File: src/rtl/decode_ctrl_if.sv
// Bundle of the job-control, pixel-memory, extractor and payload-sink signals
// around decode_ctrl. The controller connects as master, its environment as slave.
interface decode_ctrl_if;
    // job control
    logic        start;
    logic [15:0] base_addr;
    logic        busy;
    logic        finish;
    logic        err;
    // pixel memory read port
    logic        mem_req;
    logic [15:0] mem_addr;
    logic        mem_ack;
    logic [7:0]  mem_data;
    // LSB extractor
    logic        dec_load;
    logic [7:0]  dec_byte;
    logic        dec_done;
    logic [7:0]  dec_result;
    // payload stream to the sink
    logic        out_valid;
    logic [7:0]  out_data;
    logic        out_ready;

    modport master (
        input  start, base_addr, mem_ack, mem_data, dec_done, dec_result, out_ready,
        output busy, finish, err, mem_req, mem_addr, dec_load, dec_byte, out_valid, out_data
    );

    modport slave (
        output start, base_addr, mem_ack, mem_data, dec_done, dec_result, out_ready,
        input  busy, finish, err, mem_req, mem_addr, dec_load, dec_byte, out_valid, out_data
    );
endinterface

File: src/rtl/decode_ctrl.sv
// Steganographic decode controller: fetches pixel bytes, feeds them to an
// external LSB extractor in groups of four, takes the first extracted byte as
// a payload length header and streams that many payload bytes to a sink.
module decode_ctrl #(
    parameter int MAX_BYTES = 255,
    parameter int TIMEOUT   = 64
) (
    input  logic          clk,
    input  logic          rst,
    decode_ctrl_if.master bus
);
    localparam int TW = $clog2(TIMEOUT + 1);

    typedef enum logic [2:0] {
        S_IDLE,
        S_FETCH,
        S_LOAD,
        S_WAIT,
        S_EMIT,
        S_DONE,
        S_ERR
    } state_t;

    state_t        r_state;
    logic [15:0]   r_addr;
    logic [1:0]    r_grp_cnt;
    logic [7:0]    r_byte_cnt;
    logic [7:0]    r_len;
    logic          r_hdr;
    logic [TW-1:0] r_tmo;
    logic          r_mem_req;
    logic          r_dec_load;
    logic [7:0]    r_dec_byte;
    logic          r_out_valid;
    logic [7:0]    r_out_data;
    logic          r_busy;
    logic          r_finish;
    logic          r_err;

    logic [7:0]    w_byte_cnt_inc;
    logic          w_tmo_expired;
    logic          w_len_too_big;

    assign w_byte_cnt_inc = r_byte_cnt + 8'd1;
    // WAIT lasts at most TIMEOUT cycles: counter values 0 .. TIMEOUT-1
    assign w_tmo_expired  = (r_tmo == TW'(TIMEOUT - 1));
    assign w_len_too_big  = (bus.dec_result > 8'(MAX_BYTES));

    // the fetch address is the running pixel pointer, held stable through FETCH
    assign bus.mem_req   = r_mem_req;
    assign bus.mem_addr  = r_addr;
    assign bus.dec_load  = r_dec_load;
    assign bus.dec_byte  = r_dec_byte;
    assign bus.out_valid = r_out_valid;
    assign bus.out_data  = r_out_data;
    assign bus.busy      = r_busy;
    assign bus.finish    = r_finish;
    assign bus.err       = r_err;

    // job sequencer: every output is a register set on the transition into its state
    always_ff @(posedge clk or posedge rst) begin
        if (rst) begin
            r_state     <= S_IDLE;
            r_addr      <= '0;
            r_grp_cnt   <= '0;
            r_byte_cnt  <= '0;
            r_len       <= '0;
            r_hdr       <= 1'b0;
            r_tmo       <= '0;
            r_mem_req   <= 1'b0;
            r_dec_load  <= 1'b0;
            r_dec_byte  <= '0;
            r_out_valid <= 1'b0;
            r_out_data  <= '0;
            r_busy      <= 1'b0;
            r_finish    <= 1'b0;
            r_err       <= 1'b0;
        end else begin
            // single-cycle strobes
            r_finish   <= 1'b0;
            r_dec_load <= 1'b0;

            case (r_state)
                S_IDLE: begin
                    if (bus.start) begin
                        r_addr     <= bus.base_addr;
                        r_grp_cnt  <= '0;
                        r_byte_cnt <= '0;
                        r_hdr      <= 1'b1;
                        r_err      <= 1'b0;
                        r_busy     <= 1'b1;
                        r_mem_req  <= 1'b1;
                        r_state    <= S_FETCH;
                    end
                end

                S_FETCH: begin
                    if (bus.mem_ack) begin
                        r_dec_byte <= bus.mem_data;
                        r_mem_req  <= 1'b0;
                        r_dec_load <= 1'b1;
                        r_state    <= S_LOAD;
                    end
                end

                S_LOAD: begin
                    r_addr    <= r_addr + 16'd1;
                    r_grp_cnt <= r_grp_cnt + 2'd1;
                    if (r_grp_cnt == 2'd3) begin
                        r_tmo   <= '0;
                        r_state <= S_WAIT;
                    end else begin
                        r_mem_req <= 1'b1;
                        r_state   <= S_FETCH;
                    end
                end

                S_WAIT: begin
                    // a completion in the last allowed cycle wins over the timeout
                    if (bus.dec_done) begin
                        if (r_hdr) begin
                            r_len <= bus.dec_result;
                            r_hdr <= 1'b0;
                            if (bus.dec_result == 8'd0) begin
                                r_finish <= 1'b1;
                                r_state  <= S_DONE;
                            end else if (w_len_too_big) begin
                                r_finish <= 1'b1;
                                r_err    <= 1'b1;
                                r_state  <= S_ERR;
                            end else begin
                                r_mem_req <= 1'b1;
                                r_state   <= S_FETCH;
                            end
                        end else begin
                            r_out_data  <= bus.dec_result;
                            r_out_valid <= 1'b1;
                            r_state     <= S_EMIT;
                        end
                    end else if (w_tmo_expired) begin
                        r_finish <= 1'b1;
                        r_err    <= 1'b1;
                        r_state  <= S_ERR;
                    end else begin
                        r_tmo <= r_tmo + 1'b1;
                    end
                end

                S_EMIT: begin
                    if (bus.out_ready) begin
                        r_out_valid <= 1'b0;
                        r_byte_cnt  <= w_byte_cnt_inc;
                        if (w_byte_cnt_inc == r_len) begin
                            r_finish <= 1'b1;
                            r_state  <= S_DONE;
                        end else begin
                            r_mem_req <= 1'b1;
                            r_state   <= S_FETCH;
                        end
                    end
                end

                S_DONE: begin
                    r_err   <= 1'b0;
                    r_busy  <= 1'b0;
                    r_state <= S_IDLE;
                end

                S_ERR: begin
                    // err remains set in IDLE until the next accepted start
                    r_busy  <= 1'b0;
                    r_state <= S_IDLE;
                end

                default: begin
                    r_mem_req   <= 1'b0;
                    r_out_valid <= 1'b0;
                    r_busy      <= 1'b0;
                    r_state     <= S_IDLE;
                end
            endcase
        end
    end
endmodule

File: src/flat_wrapper.sv
// flat-port wrapper written by rule: the top's interface ports become plain ports
module decode_ctrl_flat 
#(
    parameter int MAX_BYTES = 255,
    parameter int TIMEOUT   = 64
)
  (clk, rst, bus_start, bus_base_addr, bus_mem_ack, bus_mem_data, bus_dec_done, bus_dec_result, bus_out_ready, bus_busy, bus_finish, bus_err, bus_mem_req, bus_mem_addr, bus_dec_load, bus_dec_byte, bus_out_valid, bus_out_data);
  decode_ctrl_if bus_i ();
  input  logic clk;
  input  logic rst;
  input wire logic [$bits(bus_i.start)-1:0] bus_start;
  input wire logic [$bits(bus_i.base_addr)-1:0] bus_base_addr;
  input wire logic [$bits(bus_i.mem_ack)-1:0] bus_mem_ack;
  input wire logic [$bits(bus_i.mem_data)-1:0] bus_mem_data;
  input wire logic [$bits(bus_i.dec_done)-1:0] bus_dec_done;
  input wire logic [$bits(bus_i.dec_result)-1:0] bus_dec_result;
  input wire logic [$bits(bus_i.out_ready)-1:0] bus_out_ready;
  output wire logic [$bits(bus_i.busy)-1:0] bus_busy;
  output wire logic [$bits(bus_i.finish)-1:0] bus_finish;
  output wire logic [$bits(bus_i.err)-1:0] bus_err;
  output wire logic [$bits(bus_i.mem_req)-1:0] bus_mem_req;
  output wire logic [$bits(bus_i.mem_addr)-1:0] bus_mem_addr;
  output wire logic [$bits(bus_i.dec_load)-1:0] bus_dec_load;
  output wire logic [$bits(bus_i.dec_byte)-1:0] bus_dec_byte;
  output wire logic [$bits(bus_i.out_valid)-1:0] bus_out_valid;
  output wire logic [$bits(bus_i.out_data)-1:0] bus_out_data;
  assign bus_i.start = bus_start;
  assign bus_i.base_addr = bus_base_addr;
  assign bus_i.mem_ack = bus_mem_ack;
  assign bus_i.mem_data = bus_mem_data;
  assign bus_i.dec_done = bus_dec_done;
  assign bus_i.dec_result = bus_dec_result;
  assign bus_i.out_ready = bus_out_ready;
  assign bus_busy = bus_i.busy;
  assign bus_finish = bus_i.finish;
  assign bus_err = bus_i.err;
  assign bus_mem_req = bus_i.mem_req;
  assign bus_mem_addr = bus_i.mem_addr;
  assign bus_dec_load = bus_i.dec_load;
  assign bus_dec_byte = bus_i.dec_byte;
  assign bus_out_valid = bus_i.out_valid;
  assign bus_out_data = bus_i.out_data;
  decode_ctrl #(.MAX_BYTES(MAX_BYTES), .TIMEOUT(TIMEOUT)) u_core (.clk(clk), .rst(rst), .bus(bus_i));
endmodule
File: config.mk
export PLATFORM = sky130hd
export DESIGN_NAME = decode_ctrl_flat
export DESIGN_NICKNAME = d
export VERILOG_FILES = /design/src/rtl/decode_ctrl_if.sv /design/src/rtl/decode_ctrl.sv /design/src/flat_wrapper.sv
export SDC_FILE = /design/constraint.sdc
export NUM_CORES = 1
export LEC_CHECK = 0
export BUFFER_PORTS_ARGS = -buffer_cell sky130_fd_sc_hd__clkbuf_2
export CORE_ASPECT_RATIO = 2
export CORE_UTILIZATION = 50
export DETAILED_ROUTE_END_ITERATION = 10
export HOLD_SLACK_MARGIN = 0.06
export PLACE_DENSITY = 0.74
export SETUP_SLACK_MARGIN = 0.5
export SKIP_LAST_GASP = 1
export SYNTH_ARGS = -nofsm -noshare
export SYNTH_HDL_FRONTEND = slang
export SYNTH_SLANG_ARGS = --single-unit
export TNS_END_PERCENT = 30
File: constraint.sdc
create_clock -name clk -period 3.2 [get_ports clk]
set_input_delay 0.64 -clock clk [delete_from_list [all_inputs] [get_ports clk]]
set_output_delay 0.64 -clock clk [all_outputs]
set_load 0.01 [all_outputs]
======== Yosys cells after proc, flatten, opt, wreduce, memory -nomap -nowiden ========
Cells that the tools add are included.
storage, ports and cells
  flip-flop bits (word level) ............. 67
  input port bits ......................... 38
  output and inout bits ................... 38
  logic and storage cells ................. 128
operators by class
  add/subtract/negate cells ............... 4
  magnitude comparators ................... 1
  eq/ne operators ......................... 26
  muxes and demuxes ....................... 56
  bitwise logic cells ..................... 4
  reduce and logical (&&, ||, !) cells .... 22
operator list
  kind                     number
  $pmux W16 S2             1
  $mux W1                  28
  $mux W3                  9
  $ne A2 B2 Y1 const B     11
  $mux W7                  3
  $add A16 B1 Y16 const B  1
  $mux W16                 1
  $mux W8                  2
  $pmux W8 S2              1
  $pmux W3 S5              1
  $pmux W7 S2              1
  $reduce_and A3 Y1        4
  $reduce_and A4 Y1        3
  $reduce_and A10 Y1       1
  $eq A3 B3 Y1 const B     3
  $ne A3 B2 Y1 const B     3
  $add A8 B1 Y8 const B    1
  $eq A8 B8 Y1             1
  $gt A8 B8 Y1 const B     1
  $logic_not A8 Y1         1
  $reduce_bool A2 Y1       4
  $add A7 B1 Y7 const B    1
  $eq A7 B6 Y1 const B     1
  $eq A3 B2 Y1 const B     2
  18 further kinds         28

======== Longest topological paths before layout ========
  word-level depth ........................ 6
  depth in mapped cells ................... 7
  gate-level depth less buffers ........... 6

======== Least setup slack after synthesis ========
OpenSTA, ideal clock, no wires.
  path type ............................... register -> register
  start ................................... reg u_core.r_byte_cnt[0]
  end ..................................... reg u_core.r_mem_req (netlist: u_core.bus.mem_req)
  setup time .............................. 0.129 ns
  arrival time ............................ 1.671 ns
  data required time ...................... 3.071 ns
  path slack .............................. 1.401 ns
  stages on the path, launching flop included .. 7
  path buffers ............................ 0
  period minus slack after synthesis ...... 1.799 ns
  cell sequence ........................... dfrtp_1 > ha_1 > nand3_2 > or3_1 > a22o_1 > a211oi_2 > o31ai_1
between the ends
  word-level cells in the longest chain between the ends .. 4
ends and longest elaborated chain
  what                          RTL line            text
  start: declaration            decode_ctrl.sv:27   logic [7:0] r_byte_cnt;
  start signal: assignment      decode_ctrl.sv:152  r_byte_cnt <= w_byte_cnt_inc;
  $add A8 B1 Y8                 decode_ctrl.sv:44   assign w_byte_cnt_inc = r_byte_cnt + 8'd1;
  $eq A8 B8 Y1                  decode_ctrl.sv:153  if (w_byte_cnt_inc == r_len) begin
  $ne A2 B2 Y1 (no line)        n/a
  $reduce_and A10 Y1 (no line)  n/a
  end signal: assignment        decode_ctrl.sv:70   r_mem_req <= 1'b0;
  end signal: assignment        decode_ctrl.sv:157  r_mem_req <= 1'b1;
  end signal: assignment        decode_ctrl.sv:176  r_mem_req <= 1'b0;
  end: declaration              decode_ctrl.sv:31   logic r_mem_req;
No other way between the ends.
A chain may end at the register's enable or synchronous reset.

======== Worst setup path after layout ========
  start ................................... reg u_core.r_tmo[0]
  end ..................................... reg u_core.r_state[2]
between the ends
  word-level cells in the longest chain between the ends .. 3
ends and longest elaborated chain
  what                         RTL line            text
  start: declaration           decode_ctrl.sv:30   logic [TW-1:0] r_tmo;
  start signal: assignment     decode_ctrl.sv:145  r_tmo <= r_tmo + 1'b1;
  $eq A7 B6 Y1                 decode_ctrl.sv:46   assign w_tmo_expired = (r_tmo == TW'(TIMEOUT - 1));
  $ne A3 B2 Y1 (no line)       n/a
  $reduce_and A4 Y1 (no line)  n/a
  end signal: assignment       decode_ctrl.sv:63   r_state <= S_IDLE;
  end signal: assignment       decode_ctrl.sv:93   r_state <= S_FETCH;
  end signal: assignment       decode_ctrl.sv:102  r_state <= S_LOAD;
  end: declaration             decode_ctrl.sv:24   state_t r_state;
No other way between the ends.

==> impl_metrics.yaml <==
placement:
  port_buffers: 75
  dp_slack_ns: 0.785
  dpl.hpwl_um: 5980
  gp_congestion: 0.871
layout:
  regArea_um2: 1680
  n_fill_cell: 589
  drive_above_1_share_pct: 32.0
  final_nets: 453
  n_antenna_cell: 0
  multiInputGateArea_um2: 1670
  area_growth_pct: 21.6
route:
  vias_per_cell: 5.76
  drtPass1Iterations: 5
  vias: 2896
  ant_nets: 0
  drc_errors: 0
  wl_per_cell_um: 15.9
  drt_iter0_drc: 125
  drt-total-wl_um: 7980
sta:
  fin_skew_ns: 0.00278
  fin_crit_sh_pct: 76.2
  setup_viol: 0
  rsz0062_at_grt: "false"
  worst_slew_pin_slew_ns: 1.08
  tns_ns: 0
  fin_ws_ns: 0.761
  relSlewSlack_pct: 27.2
  drv_slew: 0
  hold_viol: 0
  fmax_ghz: 0.410
  fin_crit_ns: 2.44
synth:
  synth_area_leaders: "dfrtp_1, mux2_2, nor2_1"
  ys_async_sr_fraction_pct: 100
  yosysMostFrequentCell: "dfrtp_1"
  synth_cell_types: 57
  synth_top_flop_cell: "dfrtp_1"
  ys_seq_area_share_pct: 48.6
  synth_edf_count: 0
  syn-cell-area_um2: 3450
  synth_warnings: 0
  synth_top_area_share_pct: 48.6
  yosys-top-cells-count: "dfrtp_1, nor2_1, nand2_1"
  syn_nets: 377
  ys_ff_latch: 67
  synth_top_cell_by_area: "dfrtp_1"
  syn_inst: 335
  avgSynthCellArea_um2: 10.3
grt:
  overflow: 0
  grt_pass1_vias: 2844
  grt_max_degree: 41
  grt_pass1_wl_um: 13000
  grt.total_usage_pct: 24.2
  antenna_found_initial: 0
clocking:
  cts_tree: "done"
  post_cts_resized: 0
  clock_latency_ns: 0.33
  ctsHoldBuffers: 0
  cts_buffer_depth: 2
  cts_buffers: 9
  cts_max_level: 3
  clock_sinks: 67
  clockRootBuffer: "clkbuf_16"
  clkTransAtPathRegs_ns: 0.05
  postCtsSetupRepairBufs: 0
worst_setup_path:
  required_ns: 3.43
  worstPathCellList: "ha_1 > nand3_1 > o31ai_1 > o31ai_1 > o32a_1 > o31ai_2"
  cp_max_fo: 12
  critPathMaxStageDelay_ns: 0.92
  critPathMostFrequentCell: "o31ai_1"
  critPathKind: "flip-flop to flip-flop"
  start_kind: "flip-flop"
  path_buf_inv: 0
  cpMaxStageDelayCell: "o31ai_1"
  crit_arrival_ns: 2.67
  end_kind: "flip-flop"
  cpLargestDelayFamily: "compound AO/OA/AOI/OAI gates"
floorplan:
  floorplan.initialDensity_pct: 52.1
  die_w_um: 60.7
  coreArea_um2: 6620
  die_h_um: 119
  placementRows: 42
  die_area_um2: 7250
  io_pins: 76
power_and_ir_drop:
  powerDensity_nw_per_um2: 904
  static-leakage-power_nw: 1.90
  ir_worst_vdd_mv: 0.525
flow_run:
  max_cap_violations: 0
run_status:
  status: "finished clean"
min_path:
  hp-class: "input pin to async pin"
==> power by group <==
group	switching, W	internal [W]
logic	0.000695	0.000640
clock network	0.000333	0.000580
registers	0.000357	0.00118
==> path summary, 6_finish.rpt <==
check,cells after the start,slack (ns),end,from
max,6,0.76,u_core.r_state[2]$_DFFE_PP0P_,u_core.r_tmo[0]$_DFFE_PP0P_
min,2,0.47,u_core.bus.dec_byte[4]$_DFFE_PP0P_,rst
max reg2reg,6,0.76,u_core.r_state[2]$_DFFE_PP0P_,u_core.r_tmo[0]$_DFFE_PP0P_
min reg2reg,2,0.50,u_core.bus.mem_req$_DFFE_PP0P_,u_core.bus.mem_req$_DFFE_PP0P_
max in group asynchronous,3,2.09,u_core.r_tmo[4]$_DFFE_PP0P_,rst
min in group clk,2,0.50,u_core.bus.mem_req$_DFFE_PP0P_,u_core.bus.mem_req$_DFFE_PP0P_
==> layout make-up <==
class / instances / share of cell area (%)
inverters: 11 / 0.985
flip-flops and latches: 67 / 40.0
well taps: 88 / 2.63
repair buffers: 78 / 9.79
multi-input cells: 244 / 39.9
clock inverters: 2 / 0.239
clock buffers: 13 / 6.45
==> cell usage in the layout, fill, tap and decap left out, drive strengths merged, types with 5 or more instances in the layout <==
cell    netlist  layout
clkbuf        6      88
dfrtp        67      67
nor2         33      33
nand2        27      27
mux2         25      25
o21ai        22      22
nand3        15      15
inv          11      11
nor3         11      11
a21oi        10      10
a211oi        9       9
and2          6       6
a311oi        6       6
xnor2         6       6
o31ai         6       6
o211ai        5       5
xor2          5       5
==> kinds of logic (layout without fill, tap and decap cells) <==
family                     Yosys count  in the layout  synth area share, %
AOI/OAI and AO/OA                   80             80                 16.0
xor gates and xnor gates            11             11                 2.79
adders and majority gates            4              4                 1.45
buffers and inverters               24            104                 2.87
DFF                                 67             67                 48.6
muxes                               26             26                 8.46
and+or+nand+nor                    123            123                 19.8
==> per-stage QoR <==
stage | util (%) | cell area [µm²] | instances | hold WS, ns | total power [W]
final | 63.3 | 4190 | 503 | 0.466 | 0.00379
after global routing | 63.3 | 4190 | 503 | 0.515 | 0.00404
after global placement | 59.1 | 3910 | 488 | 0.487 | 0.00283
after floorplan | - | 3450 | 335 | 0.470 | 0.00241
after CTS | 63.3 | 4190 | 503 | 0.500 | 0.00381
after detailed placement | 59.1 | 3910 | 488 | 0.497 | 0.00289
==> worst reg2reg max path, cell delays in order, from the launching register on <==
cell and delay (ns):
dfrtp_1 0.38, ha_1 0.19, nand3_1 0.14, o31ai_1 0.92, o31ai_1 0.25, o32a_1 0.41
o31ai_2 0.06
==> registers in the layout (all words and copies together) (netlist names) <==
register,flops
u_core.bus.mem_addr,16
u_core.bus.dec_byte,8
u_core.bus.out_data,8
u_core.r_byte_cnt,8
u_core.r_len,8
u_core.r_tmo,7
u_core.r_state,3
u_core.r_grp_cnt,2
u_core.bus.busy,1
u_core.bus.dec_load,1
u_core.bus.err,1
u_core.bus.finish,1
u_core.bus.mem_req,1
u_core.bus.out_valid,1
u_core.r_hdr,1
==> routing by layer <==
metal / GRT usage, % / share of wire [%] / wire, µm / up-vias
met5: 0 / 0 / 0 / -
met4: 14.1 / 4.3 / 347 / 0
li1: - / - / - / 1381
met3: 6.30 / 3.7 / 293 / 28
met1: 24.9 / 37 / 2920 / 1400
met2: 41.8 / 55 / 4420 / 87
No activity file was read; power rests on OpenSTA's default activity.
